==> config.mk <==
export PLATFORM = sky130hd
export DESIGN_NAME = acq_capture_ctrl
export DESIGN_NICKNAME = d
export VERILOG_FILES = /design/src/rtl/acq_capture_ctrl.sv
export SDC_FILE = /design/constraint.sdc
export NUM_CORES = 1
export LEC_CHECK = 0
export BUFFER_PORTS_ARGS = -buffer_cell sky130_fd_sc_hd__buf_2
export CORE_ASPECT_RATIO = 1.25
export CORE_MARGIN = 2
export CORE_UTILIZATION = 55
export CTS_CLUSTER_DIAMETER = 80
export DETAILED_ROUTE_END_ITERATION = 8
export PLACE_DENSITY = 0.83
export REMOVE_ABC_BUFFERS = 1
export SYNTH_ARGS = -nofsm -noshare
export SYNTH_HDL_FRONTEND = slang
export SYNTH_SLANG_ARGS = --single-unit
export TNS_END_PERCENT = 5
==> constraint.sdc <==
create_clock -name clock -period 3.83 [get_ports clock]
set_input_delay 0.1915 -clock clock [delete_from_list [all_inputs] [get_ports clock]]
set_output_delay 0.1915 -clock clock [all_outputs]
set_load 0.005 [all_outputs]
==> src/rtl/acq_capture_ctrl.sv <==
// Acquisition sequencer: circular frame capture into sample RAM with pre-trigger
// history, level/slope or auto trigger, and a frame-ready handshake with the display.
module acq_capture_ctrl #(
  parameter int ADDR_W  = 9,
  parameter int DATA_W  = 8,
  parameter int AUTO_TO = 1023
) (
  input  logic              clock,
  input  logic              reset_n,
  input  logic              arm,
  input  logic              sample_type,
  input  logic [ADDR_W-1:0] pre_len,
  input  logic              sample_en,
  input  logic [DATA_W-1:0] adc_data,
  input  logic [DATA_W-1:0] trig_level,
  input  logic              trig_slope,
  input  logic              auto_trig,
  input  logic              disp_ack,
  output logic              ram_we,
  output logic [ADDR_W-1:0] ram_addr,
  output logic [DATA_W-1:0] ram_wdata,
  output logic [ADDR_W-1:0] start_addr,
  output logic [ADDR_W-1:0] trig_addr,
  output logic              frame_ready,
  output logic              busy
);

  localparam int TO_W = $clog2(AUTO_TO + 1);
  localparam logic [ADDR_W-1:0] LAST_SINGLE = ADDR_W'(199);
  localparam logic [ADDR_W-1:0] LAST_DUAL   = ADDR_W'(399);

  typedef enum logic [2:0] {S_IDLE, S_PRE, S_WAIT, S_POST, S_READY} state_t;

  state_t r_state;
  state_t w_state_nxt;

  logic [ADDR_W-1:0] r_n_last;
  logic [ADDR_W-1:0] r_p;
  logic [ADDR_W-1:0] r_wr_ptr;
  logic [ADDR_W-1:0] r_cnt;
  logic [ADDR_W-1:0] r_post_cnt;
  logic [TO_W-1:0]   r_to_cnt;
  logic [DATA_W-1:0] r_prev;
  logic              r_prev_vld;
  logic [ADDR_W-1:0] r_trig_addr;
  logic [ADDR_W-1:0] r_start_addr;
  logic              r_ram_we;
  logic [ADDR_W-1:0] r_ram_addr;
  logic [DATA_W-1:0] r_ram_wdata;

  logic [ADDR_W-1:0] w_n_last;
  logic [ADDR_W-1:0] w_p;
  logic              w_active;
  logic              w_accept;
  logic [ADDR_W-1:0] w_ptr_nxt;
  logic [ADDR_W-1:0] w_cnt_inc;
  logic [ADDR_W-1:0] w_post_len;
  logic [ADDR_W:0]   w_wrap_sum;
  logic [ADDR_W-1:0] w_start;
  logic              w_rise;
  logic              w_fall;
  logic              w_auto;
  logic              w_trig;

  assign w_n_last   = sample_type ? LAST_DUAL : LAST_SINGLE;
  assign w_p        = (pre_len > w_n_last) ? w_n_last : pre_len;
  assign w_active   = (r_state == S_PRE) || (r_state == S_WAIT) || (r_state == S_POST);
  assign w_accept   = sample_en && w_active && !arm;
  assign w_ptr_nxt  = (r_wr_ptr == r_n_last) ? '0 : r_wr_ptr + 1'b1;
  assign w_cnt_inc  = r_cnt + 1'b1;
  assign w_post_len = r_n_last - r_p;

  // Pre-trigger start wraps backwards through the frame: trig + N - P when trig < P.
  assign w_wrap_sum = {1'b0, r_wr_ptr} + {1'b0, r_n_last} + (ADDR_W + 1)'(1) - {1'b0, r_p};
  assign w_start    = (r_wr_ptr >= r_p) ? (r_wr_ptr - r_p) : w_wrap_sum[ADDR_W-1:0];

  assign w_rise = trig_slope && (r_prev < trig_level) && (adc_data >= trig_level);
  assign w_fall = !trig_slope && (r_prev > trig_level) && (adc_data <= trig_level);
  assign w_auto = auto_trig && (r_to_cnt >= TO_W'(AUTO_TO - 1));
  assign w_trig = (r_state == S_WAIT) && w_accept && r_prev_vld && (w_rise || w_fall || w_auto);

  always_ff @(posedge clock or negedge reset_n) begin
    if (!reset_n) r_state <= S_IDLE;
    else          r_state <= w_state_nxt;
  end

  always_comb begin
    w_state_nxt = r_state;
    if (arm) begin
      w_state_nxt = (w_p != '0) ? S_PRE : S_WAIT;
    end else begin
      case (r_state)
        S_PRE:   if (w_accept && (w_cnt_inc == r_p)) w_state_nxt = S_WAIT;
        S_WAIT:  if (w_trig) w_state_nxt = (w_post_len == '0) ? S_READY : S_POST;
        S_POST:  if (w_accept && (r_post_cnt == ADDR_W'(1))) w_state_nxt = S_READY;
        S_READY: if (disp_ack) w_state_nxt = S_IDLE;
        default: w_state_nxt = r_state;
      endcase
    end
  end

  always_ff @(posedge clock or negedge reset_n) begin
    if (!reset_n) begin
      r_n_last     <= '0;
      r_p          <= '0;
      r_wr_ptr     <= '0;
      r_cnt        <= '0;
      r_post_cnt   <= '0;
      r_to_cnt     <= '0;
      r_prev_vld   <= 1'b0;
      r_trig_addr  <= '0;
      r_start_addr <= '0;
      r_ram_we     <= 1'b0;
      r_ram_addr   <= '0;
      r_ram_wdata  <= '0;
    end else begin
      r_ram_we <= w_accept;
      if (w_accept) begin
        r_ram_addr  <= r_wr_ptr;
        r_ram_wdata <= adc_data;
      end
      if (arm) begin
        r_n_last   <= w_n_last;
        r_p        <= w_p;
        r_wr_ptr   <= '0;
        r_cnt      <= '0;
        r_to_cnt   <= '0;
        r_prev_vld <= 1'b0;
      end else if (w_accept) begin
        r_wr_ptr <= w_ptr_nxt;
        case (r_state)
          S_PRE: begin
            r_cnt      <= w_cnt_inc;
            r_prev_vld <= 1'b1;
          end
          S_WAIT: begin
            r_prev_vld <= 1'b1;
            if (r_to_cnt < TO_W'(AUTO_TO)) r_to_cnt <= r_to_cnt + 1'b1;
            if (w_trig) begin
              r_trig_addr  <= r_wr_ptr;
              r_start_addr <= w_start;
              r_post_cnt   <= w_post_len;
            end
          end
          S_POST:  r_post_cnt <= r_post_cnt - 1'b1;
          default: r_post_cnt <= r_post_cnt;
        endcase
      end
    end
  end

  // Previous-sample history is pure data; its validity flag above gates its use.
  always_ff @(posedge clock) begin
    if (w_accept && ((r_state == S_PRE) || (r_state == S_WAIT))) r_prev <= adc_data;
  end

  assign ram_we      = r_ram_we;
  assign ram_addr    = r_ram_addr;
  assign ram_wdata   = r_ram_wdata;
  assign trig_addr   = r_trig_addr;
  assign start_addr  = r_start_addr;
  assign frame_ready = (r_state == S_READY);
  assign busy        = w_active;

endmodule

; Yosys cells after proc, flatten, opt, wreduce, memory -nomap -nowiden
; Cells that the tools add are included.
[word_totals]
elab_cells = 105
regBits = 103
out_inout_bits = 38
input_bits = 33
[classes]
bitwise = 1
muxes = 26
addsub = 9
n_lt_le_gt_ge = 8
eq_ne = 12
n_reduce_logical = 35
[ops]
columns = cell, n
row1 = 9-bit 2-to-1 mux, 10
row2 = 10-bit 2-to-1 mux, 4
row3 = 9-bit by 1-bit adder with 9-bit output (second input constant), 3
row4 = 9-bit subtractor, 3
row5 = 9-bit equality test, 2
row6 = 3-bit 2-to-1 mux, 6
row7 = 9-bit one-hot mux with 2 select lines, 1
row8 = 1-bit logical AND, 13
row9 = 3-bit one-hot mux with 4 select lines, 1
row10 = 2-bit nonzero test, 6
row11 = 10-bit by 1-bit adder with 10-bit output (second input constant), 1
row12 = 10-bit >= comparator (second input constant), 1
row13 = 10-bit < comparator (second input constant), 1
row14 = 9-bit adder, 1
row15 = 9-bit by 1-bit equality test with 1-bit output (second input constant), 1
row16 = 9-bit >= comparator, 1
row17 = 9-bit greater-than comparator, 1
row18 = 9-bit zero test, 1
row19 = 9-bit nonzero test, 1
row20 = 9-bit by 1-bit subtractor with 9-bit output (second input constant), 1
row21 = 8-bit >= comparator, 1
row22 = 8-bit greater-than comparator, 1
row23 = 8-bit <= comparator, 1
row24 = 8-bit < comparator, 1
row25 = 17 further kinds, 28

; Logic depth before layout (Yosys ltp)
; Gate-level depths: netlist of the first run.
[logic_depth]
ltp_word = 11
mapped_depth = 12

; Least setup slack after synthesis of the first run
; Ideal clock, no wire load.
[synth_path]
path_type = register to register
startpoint = register r_n_last[7]
endpoint = register r_state[1]
path_stages_with_launch = 12
t_required_ns = 3.710
setup_ns = 0.120
synth_period_minus_slack_ns = 2.955
path_buffers = 0
slack_ns = 0.875
t_arrival_ns = 2.835
path_cell_list = dfrtp_1 -> inv_1 -> ha_1 -> fa_1 -> nand2b_1 -> a2111oi_0 -> xor2_1 -> nor4_1 -> nand2_1 -> nor4_1 -> nand2_1 -> a31o_2
[synth_between]
elab_chain_len = 6
[synth_rtl]
columns = item, line
row1 = "start, declared", 37  ; logic [ADDR_W-1:0] r_n_last;
row2 = "start signal, assigned", 123  ; r_n_last <= w_n_last;
row3 = 9-bit subtractor, 71  ; assign w_post_len = r_n_last - r_p;
row4 = 9-bit zero test, 94  ; S_WAIT: if (w_trig) w_state_nxt = (w_post_len == '0) ? S_READY : S_POST;
row5 = 3-bit 2-to-1 mux (2 in series), 94
row6 = 3-bit one-hot mux with 4 select lines, 92  ; case (r_state)
row7 = 3-bit 2-to-1 mux, 89  ; if (arm) begin
row8 = "end signal, assigned", 84  ; else r_state <= w_state_nxt;
row9 = "end, declared", 34  ; state_t r_state;
; No other way between the ends. The select of a mux whose other input is x is not followed.
; A chain may end at the register's enable or synchronous reset.

; Final worst setup path of the first run
; Same ends and word-level chain as after synthesis.

==> out/qor.txt, run 1 <==
Status: finished clean
Initial DRC count: 427
Critical Path Source Type: register
Async set-reset flop share out of synthesis: 91.8%
Max Buffers Root-to-Sink: 2
Placement Setup Slack: 537 ps
Final Cell Area: 0.00731 sq mm
Final WL: 15.7 mm
Leak: 3.44 nW
Yosys reg bits: 97
Crit-path max FO: 7
Post-synth top area share: 34.3%
Depth of the worst register-to-register path: 11
Vias in the first global route: 5451
Seq/Total Area, Yosys: 38.0%
Commonest non-fill, non-tap cell in the layout: dfrtp_1
Clk sinks: 97
Clock Latency Late Sink: 350 ps
Die footprint: 0.0127 sq mm
Fin. max-slew vios: 0
Remaining routing DRC violations: 0
Ys flop type: dfrtp_1
PwrDens: 362 mW/mm^2
Die width: 101 um
Routed Antenna Nets: 0
Worst r2r src: r_n_last[7]$_DFFE_PN0P_
Setup violators final: 0
Number of H-tree levels: 3
Rel. slew slack: 46.6%
Yosys cell types: 68
Port buffer count: 70
# nets final: 854
Kind of critical path: register to register
Worst Max-Slew Pin Slew: 799 ps
Slowest-stage cell, CP: a2111oi_0
Final WS setup: 492 ps
Cell Area, Placed: 0.00699 sq mm
Mean area per synthesized cell: 9.37 sq um
Starting Density: 56.2%
Overflow after GRT: 0
Reg-to-reg slack, setup: 490 ps
N_diodes: 0
Clock Pin Slew Worst Setup and Hold Paths: 70 ps
Syn Inst Count: 693
Crit path DAT: 3580 ps
Final Hold Fails: 0
Highest clock rate: 0.300 GHz
Share of cells above drive strength 1: 17.6%
Worst hold path startpoint: adc_data[1]
CP Launch Point: r_n_last[7]$_DFFE_PN0P_
Initial antenna violation count: 0
Routed vias/inst: 6.13
Yosys top cell by area: dfrtp_1
Total track usage: 26.0%
Peak VDD IR: 0.240 mV
Rows: 44
Worst Hold Slack: 54.4 ps
Hold Path Class: input pin to register
Synth top area cells: dfrtp_1, ha_1, o21ai_0
Synth Cell Area: 0.00649 sq mm
Pin count of the biggest net entering global routing: 59
CP required: 4070 ps
Cts bufs inserted: 9
Post-Route Utilization: 63.2%
PostCTS Resize Cnt: 0
Max-cap violation count: 0
Yosys warns: 0
Final period util: 87.1%
TritonCTS clock tree: yes
Clock Skew: 7.86 ps
CTS root buf: clkbuf_16
Initial DRT Pass Iterations: 5
Wire length per cell: 17.3 um
Core Footprint: 0.0116 sq mm
Critical path's largest stage delay: 490 ps
Post-synth EDFFs: 8
Period minus WS final: 3340 ps
Unrepaired setup endpoints after global routing: no
Die Y: 125 um
CP Capture Type: register
DR vias: 5545
CP cell instances: inv_1, ha_1, fa_1, nand2b_1, a2111oi_0, xor2_1, nor4_1, nand2_1, nor4_1, nand2_1, a31o_2
Global-route wire length before repair: 26.3 mm
I/O pin count: 71
GP Congestion: 0.988
R2r endpoint: r_state[1]$_DFFE_PN0P_
Dpl hpwl: 11.7 mm
Area growth, synth to finish: 12.5%
Commonest non-fill, non-tap cells in the layout: dfrtp_1, buf_2, nor2_1
Worst Setup EP: r_state[1]$_DFFE_PN0P_
how the worst min path moves through the flow:
stage	cells after the start	endpoint	slack, ps
floorplan	0	r_cnt[0]$_DFFE_PN0P_	-100
global placement	1	r_to_cnt[0]$_DFFE_PN0P_	300
detailed placement	1	r_to_cnt[1]$_DFFE_PN0P_	320
CTS	1	r_prev[1]$_DFFE_PP_	50
global route	1	r_prev[4]$_DFFE_PP_	50
finish	1	r_prev[1]$_DFFE_PP_	50
registers in the layout, summed over array words and instances, names as in the netlist:
register / count
ram_we: 1
r_wr_ptr: 9
trig_addr: 9
r_n_last: 3
r_state: 3
ram_wdata: 8
r_to_cnt: 10
start_addr: 9
r_p: 9
r_prev_vld: 1
r_cnt: 9
r_post_cnt: 9
ram_addr: 9
r_prev: 8
layer usage:
metal	part of all wire, %	up-vias	global-route usage (%)
met5	0	-	0
met4	2.8	0	9.54
met3	4.6	42	3.52
met2	50	223	43.7
met1	42	2674	34.0
li1	-	2606	-
report_power, final:
part	switching, mW	internal [mW]	total, mW
registers	0.0526	1.08	1.14
clock network	0.405	0.526	0.930
logic	0.322	0.255	0.577
total	0.779	1.86	2.64
synthesized netlist by cell type, types with 4 or more instances:
| library cell | count |
|---|---|
| edfxtp_1 | 8 |
| fa_1 | 9 |
| or3_1 | 5 |
| a21oi_1 | 28 |
| and3_1 | 15 |
| nand4_1 | 9 |
| nor3_1 | 15 |
| o21ai_0 | 62 |
| a31oi_1 | 9 |
| xor2_1 | 20 |
| nor2_1 | 64 |
| dfrtp_1 | 89 |
| o211ai_1 | 8 |
| xnor2_1 | 20 |
| ha_1 | 50 |
| nand3_1 | 19 |
| o31a_1 | 5 |
| nand2b_1 | 11 |
| buf_2 | 6 |
| nor4_1 | 5 |
| o41ai_1 | 4 |
| nor2b_1 | 6 |
| mux2_2 | 19 |
| nand2_1 | 56 |
| o21a_1 | 7 |
| clkbuf_1 | 13 |
| o2bb2ai_1 | 4 |
| mux2i_1 | 9 |
| and2_1 | 4 |
| inv_1 | 53 |
worst max-delay path, delay by kind of cell, from the launching register on:
family,cells,cell delay (ps)
simple gates,5,980
compound gates,2,710
fa+ha+maj,2,690
flops,1,440
buf+inv,1,220
xor+xnor,1,170
logic make-up (layout without fill, tap and decap cells):
| kind of cell | Yosys count | count (layout) | share of synthesized area [%] |
|---|---|---|---|
| buf+inv | 74 | 148 | 4.51 |
| compound gates | 168 | 168 | 17.5 |
| mux | 29 | 29 | 4.85 |
| fa+ha+maj | 59 | 59 | 12.4 |
| simple gates | 226 | 226 | 17.3 |
| xor+xnor | 40 | 40 | 5.39 |
| flops | 97 | 97 | 38.0 |
final cells by class:
type,count,area [sq um]
repair buffers,79,423
fillers,940,4260
clock buffers,10,239
well taps,138,173
multi-input cells,522,3740
clock inverters,6,65.1
flip-flops and latches,97,2470
inverters,53,199
repair_timing:
action	CTS	global route
hold buffers	1	0
endpoints found under the setup margin	0	0
setup buffers	0	0
endpoints found under the hold margin	57	0
stage by stage:
stage          std cells  total power, mW  setup TNS [ps]
5_1_grt              905             2.77               0
3_3_place_gp         888             1.70               0
6_report             905             2.64               0
2_1_floorplan        672             1.54           -1.28
4_1_cts              905             2.65               0
3_5_place_dp         888             1.72               0
Power figures use the tool's default switching activity.
==> inputs of run 2 (changes only) <==
--- a/config.mk
+++ b/config.mk
@@ -11,6 +11,7 @@
 export CORE_UTILIZATION = 55
 export CTS_CLUSTER_DIAMETER = 80
 export DETAILED_ROUTE_END_ITERATION = 8
+export HOLD_SLACK_MARGIN = 0.12
 export PLACE_DENSITY = 0.83
 export REMOVE_ABC_BUFFERS = 1
 export SYNTH_ARGS = -nofsm -noshare
==> run 2 against run 1 <==
Via count increased by 0.27%. Sequential power about the same. Wire length increased by 1.8%. Flip-flop and latch count unchanged. Non-clock buffer count increased by 9. Core utilization increased by 0.78 points. First-iteration DRC count decreased by 4.0%. Clock-buffer cell count unchanged. Largest cell class unchanged.
==> out/qor.txt, run 2 (same netlist as run 1, synthesis figures left out) <==
Remaining routing DRC violations: 0 (unchanged)
Crit-path max FO: 7 (unchanged)
Total power: 2.65 mW (+0.24%)
Final period util: 87.3% (+0.14 points)
Core Footprint: 0.0116 sq mm (unchanged)
Pin count of the biggest net entering global routing: 59 (unchanged)
Reg-to-reg slack, setup: 490 ps (about the same)
Cts bufs inserted: 9 (unchanged)
Max-cap violation count: 0 (unchanged)
N_diodes: 0 (unchanged)
Fillers: 925 (-1.6%)
Clock Skew: 6.96 ps (-0.893 ps)
Die footprint: 0.0127 sq mm (unchanged)
Max Buffers Root-to-Sink: 2 (unchanged)
Clk sinks: 97 (unchanged)
Wire length per cell: 17.5 um (+0.84%)
Routed vias/inst: 6.08 (-0.72%)
Depth of the worst register-to-register path: 11 (unchanged)
Max reg flops: 10 (unchanged)
Kind of critical path: register to register
Biggest register: r_to_cnt
Fin. max-slew vios: 0 (unchanged)
Worst Max-Slew Pin Slew: 817 ps (+18.0 ps)
Setup violators final: 0 (unchanged)
Commonest non-fill, non-tap cell in the layout: dfrtp_1
Final Hold Fails: 0 (unchanged)
TritonCTS clock tree: yes
Routed Antenna Nets: 0 (unchanged)
Hold depth: 3 (+2)
Peak VDD IR: 0.240 mV (about the same)
Global-route wire length before repair: 26.6 mm (+1.2%)
Highest clock rate: 0.299 GHz (-0.16%)
Final WL: 16.0 mm (+1.8%)
Leak: 3.48 nW (+1.1%)
DR vias: 5560 (+0.27%)
Unrepaired setup endpoints after global routing: no
Hold Path Class: input pin to register
Dpl hpwl: 11.7 mm (unchanged)
PwrDens: 358 mW/mm^2 (-0.98%)
CTS root buf: clkbuf_16
Total track usage: 26.3% (+0.29 points)
Worst hold path startpoint: pre_len[5]
Die Y: 125 um (unchanged)
CP cell instances: inv_1, ha_1, fa_1, nand2b_1, a2111oi_0, xor2_1, nor4_1, nand2_1, nor4_1, nand2_1, a31o_2
Initial antenna violation count: 0 (unchanged)
I/O pin count: 71 (unchanged)
CP Capture Type: register
Initial DRT Pass Iterations: 5 (unchanged)
R2r endpoint: r_state[1]$_DFFE_PN0P_
GP Congestion: 0.988 (unchanged)
Critical Path Source Type: register
Port buffer count: 70 (unchanged)
Crit path DAT: 3590 ps (about the same)
Area growth, synth to finish: 13.9%
# nets final: 863 (+1.1%)
Die width: 101 um (unchanged)
Worst r2r src: r_n_last[7]$_DFFE_PN0P_
Critical path's largest stage delay: 490 ps (about the same)
Overflow after GRT: 0 (unchanged)
Commonest non-fill, non-tap cells in the layout: dfrtp_1, buf_2, nor2_1
Initial DRC count: 410 (-4.0%)
Number of H-tree levels: 3 (unchanged)
Post-route insts no fill: 914 (+0.99%)
Starting Density: 56.2% (unchanged)
Hold Path End: r_p[5]$_DFFE_PN0P_
Worst Hold Slack: 124 ps (+69.6 ps)
CP required: 4070 ps (about the same)
Slowest-stage cell, CP: a2111oi_0
Placed insts: 888 (unchanged)
Rel. slew slack: 45.4% (-1.2 points)
Clock Latency Late Sink: 350 ps (about the same)
Period minus WS final: 3340 ps (+5.33 ps)
Clock Pin Slew Worst Setup and Hold Paths: 70 ps (about the same)
Rows: 44 (unchanged)
Status: finished clean
Vias in the first global route: 5509 (+1.1%)
Share of cells above drive strength 1: 17.4% (-0.20 points)
## run 2: cell count changes in the layout (fill, tap and decap cells not counted), sizes merged
cell,before,now
dlygate4sd3,1,10
## run 2: metrics by stage
stage	util [%]	instance area (sq um)	setup slack (ps)	setup TNS (ps)
6_report	64.0	7400	487	0
5_1_grt	64.0	7400	296	0
4_1_cts	64.0	7400	489	0
3_5_place_dp	60.5	6990	537	0
3_3_place_gp	60.5	6990	645	0
2_1_floorplan	-	6400	-1.28	-1.28
## run 2: cell type report
cell class | instances | area, sq um | share of cell area (%)
Clock buffer | 10 | 239 | 3.23
Clock inverter | 6 | 65.1 | 0.880
Inverter | 53 | 199 | 2.69
Multi-Input combinational cell | 522 | 3740 | 50.6
Sequential cell | 97 | 2470 | 33.4
Tap cell | 138 | 173 | 2.33
Timing Repair Buffer | 88 | 513 | 6.94
## run 2: worst max path at each step
stage,slack (ps),start,to
2_1_floorplan,-1,r_state[0]$_DFFE_PN0P_,r_cnt[5]$_DFFE_PN0P_
3_3_place_gp,650,r_n_last[7]$_DFFE_PN0P_,r_state[1]$_DFFE_PN0P_
3_5_place_dp,540,r_n_last[7]$_DFFE_PN0P_,r_state[1]$_DFFE_PN0P_
4_1_cts,490,r_n_last[7]$_DFFE_PN0P_,r_state[1]$_DFFE_PN0P_
5_1_grt,300,r_n_last[7]$_DFFE_PN0P_,r_state[1]$_DFFE_PN0P_
6_report,490,r_n_last[7]$_DFFE_PN0P_,r_state[1]$_DFFE_PN0P_
## run 2: report_power, final
group	leakage (nW)	internal, mW	switching, mW
logic	2.10	0.261	0.324
clock network	0.145	0.526	0.403
registers	1.23	1.08	0.0528
## run 2: worst max-delay path, delay by kind of cell (launching register included)
| kind | cells | cell delay (ps) |
|---|---|---|
| and+or+nand+nor | 5 | 990 |
| AOI/OAI and AO/OA | 2 | 720 |
| buffers and inverters | 1 | 220 |
| xor gates and xnor gates | 1 | 170 |
| adders and majority gates | 2 | 710 |
| DFF | 1 | 440 |
## run 2: timing repair
item                                    CTS  global route
buffers inserted                          0             0
hold buffers                             10             0
endpoints found under the hold margin    69             0
resized for setup                         0             0
endpoints found under the setup margin    0             0
## run 2: per-layer routing
layer	wire, um	global-route usage (%)
met2	7980	44.3
met3	813	3.63
met4	499	9.62
met5	0	0
met1	6690	34.2
==> inputs of run 3 (changes only) <==
--- a/config.mk
+++ b/config.mk
@@ -13,7 +13,6 @@
 export DETAILED_ROUTE_END_ITERATION = 8
 export HOLD_SLACK_MARGIN = 0.12
 export PLACE_DENSITY = 0.83
-export REMOVE_ABC_BUFFERS = 1
 export SYNTH_ARGS = -nofsm -noshare
 export SYNTH_HDL_FRONTEND = slang
 export SYNTH_SLANG_ARGS = --single-unit
==> run 3 against run 2 <==
Flip-flop and latch count stayed put. Clock skew is 3.3 ps higher. First-iteration DRC count is 4.4% higher. Die area stayed put. Maximum frequency is 1.5% lower. Clock-buffer cell count is 1 higher. Critical path depth stayed put. Via count is 0.56% higher. Total power is 2.3% lower. Critical path type unchanged. Largest cell class unchanged.
==> out/qor.txt, run 3 (same netlist as run 1, synthesis figures left out) <==
I/O pin count: 71 (unchanged)
Setup_tns: 0 ps (unchanged)
Crit-path max FO: 7 (unchanged)
Kind of critical path: register to register
Setup violators final: 0 (unchanged)
Max-cap violation count: 0 (unchanged)
Worst Hold Slack: 173 ps (+49.2 ps)
DR vias: 5591 (+0.56%)
Clock Pin Slew Worst Setup and Hold Paths: 70 ps (about the same)
Number of H-tree levels: 3 (unchanged)
TritonCTS clock tree: yes
CP Capture Type: register
Initial DRC count: 428 (+4.4%)
Depth of the worst register-to-register path: 11 (unchanged)
Core Footprint: 0.0116 sq mm (unchanged)
Rows: 44 (unchanged)
Commonest non-fill, non-tap cell in the layout: dfrtp_1
Status: finished clean
Die Y: 125 um (unchanged)
N_diodes: 0 (unchanged)
Global-route wire length before repair: 26.8 mm (+0.65%)
# nets final: 861 (-0.23%)
Pin count of the biggest net entering global routing: 90 (+53%)
Hold Path Class: input pin to register
Initial DRT Pass Iterations: 5 (unchanged)
Worst Max-Slew Pin Slew: 1120 ps (+307 ps)
Share of cells above drive strength 1: 16.9% (-0.47 points)
Die footprint: 0.0127 sq mm (unchanged)
Clk sinks: 97 (unchanged)
Area taken by multi-input logic gates: 0.00374 sq mm (unchanged)
# Post-CTS Setup Buffers: 0 (unchanged)
Peak VDD IR: 0.283 mV (+18%)
Unrepaired setup endpoints after global routing: no
CP required: 4070 ps (about the same)
Hold buffers post-CTS: 11 (+1)
Hold Path End: r_n_last[3]$_DFFE_PN0P_
Die width: 101 um (unchanged)
Fin. max-slew vios: 0 (unchanged)
Cts bufs inserted: 9 (unchanged)
Crit path DAT: 3640 ps (+50 ps)
Leak: 3.46 nW (-0.50%)
Routed vias/inst: 6.13 (+0.78%)
Total track usage: 26.0% (-0.24 points)
Dpl hpwl: 11.5 mm (-1.9%)
Critical Path Source Type: register
Register area: 0.00247 sq mm (unchanged)
Reg-to-reg slack, setup: 440 ps (-50 ps)
Worst r2r src: r_n_last[7]$_DFFE_PN0P_
Fillers: 919 (-0.65%)
Biggest register: r_to_cnt
Max Buffers Root-to-Sink: 2 (unchanged)
CTS root buf: clkbuf_16
Final WL: 15.7 mm (-1.5%)
Clock Skew: 10.3 ps (+3.29 ps)
Worst hold path startpoint: sample_type
Area growth, synth to finish: 13.3%
Period minus WS final: 3390 ps (+49.6 ps)
GP Congestion: 0.927 (-6.2%)
Vias in the first global route: 5692 (+3.3%)
Highest clock rate: 0.295 GHz (-1.5%)
Commonest non-fill, non-tap cells in the layout: dfrtp_1, buf_2, nor2_1
R2r endpoint: r_state[1]$_DFFE_PN0P_
Routed Antenna Nets: 0 (unchanged)
Port buffer count: 70 (unchanged)
Clock Latency Late Sink: 350 ps (about the same)
Hold depth: 3 (unchanged)
Post-Syn Nets: 785
Rel. slew slack: 25.1% (-20 points)
Final period util: 88.6% (+1.3 points)
Remaining routing DRC violations: 0 (unchanged)
Max reg flops: 10 (unchanged)
Final Hold Fails: 0 (unchanged)
Starting Density: 56.2% (unchanged)
Overflow after GRT: 0 (unchanged)
PostCTS Resize Cnt: 0 (unchanged)
Wire length per cell: 17.3 um (-1.3%)
PwrDens: 351 mW/mm^2 (-1.9%)
Initial antenna violation count: 0 (unchanged)
==> run 3: critical path, stage by stage (launching register included) <==
cell       delay [ps]
dfrtp_1           450
inv_1             220
ha_1              280
fa_1              410
nand2b_1          190
a2111oi_0         480
xor2_1            170
nor4_1            310
nand2_1           100
nor4_1            330
nand2_1           120
a31o_2            230
==> run 3: worst max-delay path by stage <==
stage / start / slack, ps / endpoint / cells past startpoint
final: r_n_last[7]$_DFFE_PN0P_ / 440 / r_state[1]$_DFFE_PN0P_ / 11
after floorplan: r_n_last[7]$_DFFE_PN0P_ / 870 / r_state[1]$_DFFE_PN0P_ / 11
after CTS: r_n_last[7]$_DFFE_PN0P_ / 420 / r_state[1]$_DFFE_PN0P_ / 11
after global routing: r_n_last[7]$_DFFE_PN0P_ / 140 / r_state[1]$_DFFE_PN0P_ / 11
after global placement: r_n_last[7]$_DFFE_PN0P_ / 710 / r_state[1]$_DFFE_PN0P_ / 11
after detailed placement: r_n_last[7]$_DFFE_PN0P_ / 410 / r_state[1]$_DFFE_PN0P_ / 11
==> run 3: metrics by stage <==
stage	utilization (%)	area [sq um]	worst slack [ps]	power (mW)	std cells
after CTS	63.7	7360	417	2.59	912
final	63.7	7360	437	2.59	912
after floorplan	-	6490	875	1.55	693
after global routing	63.7	7360	138	2.71	912
after detailed placement	60.3	6970	412	1.72	885
after global placement	60.3	6970	714	1.69	885
==> run 3: report_power, final <==
group          leakage, nW  internal (mW)  switching (mW)
sequential            1.23           1.08          0.0543
clock                0.136          0.462           0.407
combinational         2.10          0.260           0.321
==> run 3: layout make-up <==
| class | instances | area share, % |
|---|---|---|
| multi-input combinational | 522 | 50.8 |
| sequential | 97 | 33.5 |
| timing repair buffer | 86 | 6.80 |
| clock buffer | 11 | 3.30 |
| inverter | 53 | 2.70 |
| tap | 138 | 2.35 |
| clock inverter | 5 | 0.527 |
==> run 3: per-layer routing <==
metal | GRT usage (%) | wire [um] | vias to the layer above
li1 | - | - | 2613
met1 | 30.7 | 6140 | 2710
met2 | 45.0 | 8140 | 212
met3 | 4.19 | 777 | 56
met4 | 13.2 | 688 | 0
met5 | 0 | 0 | -
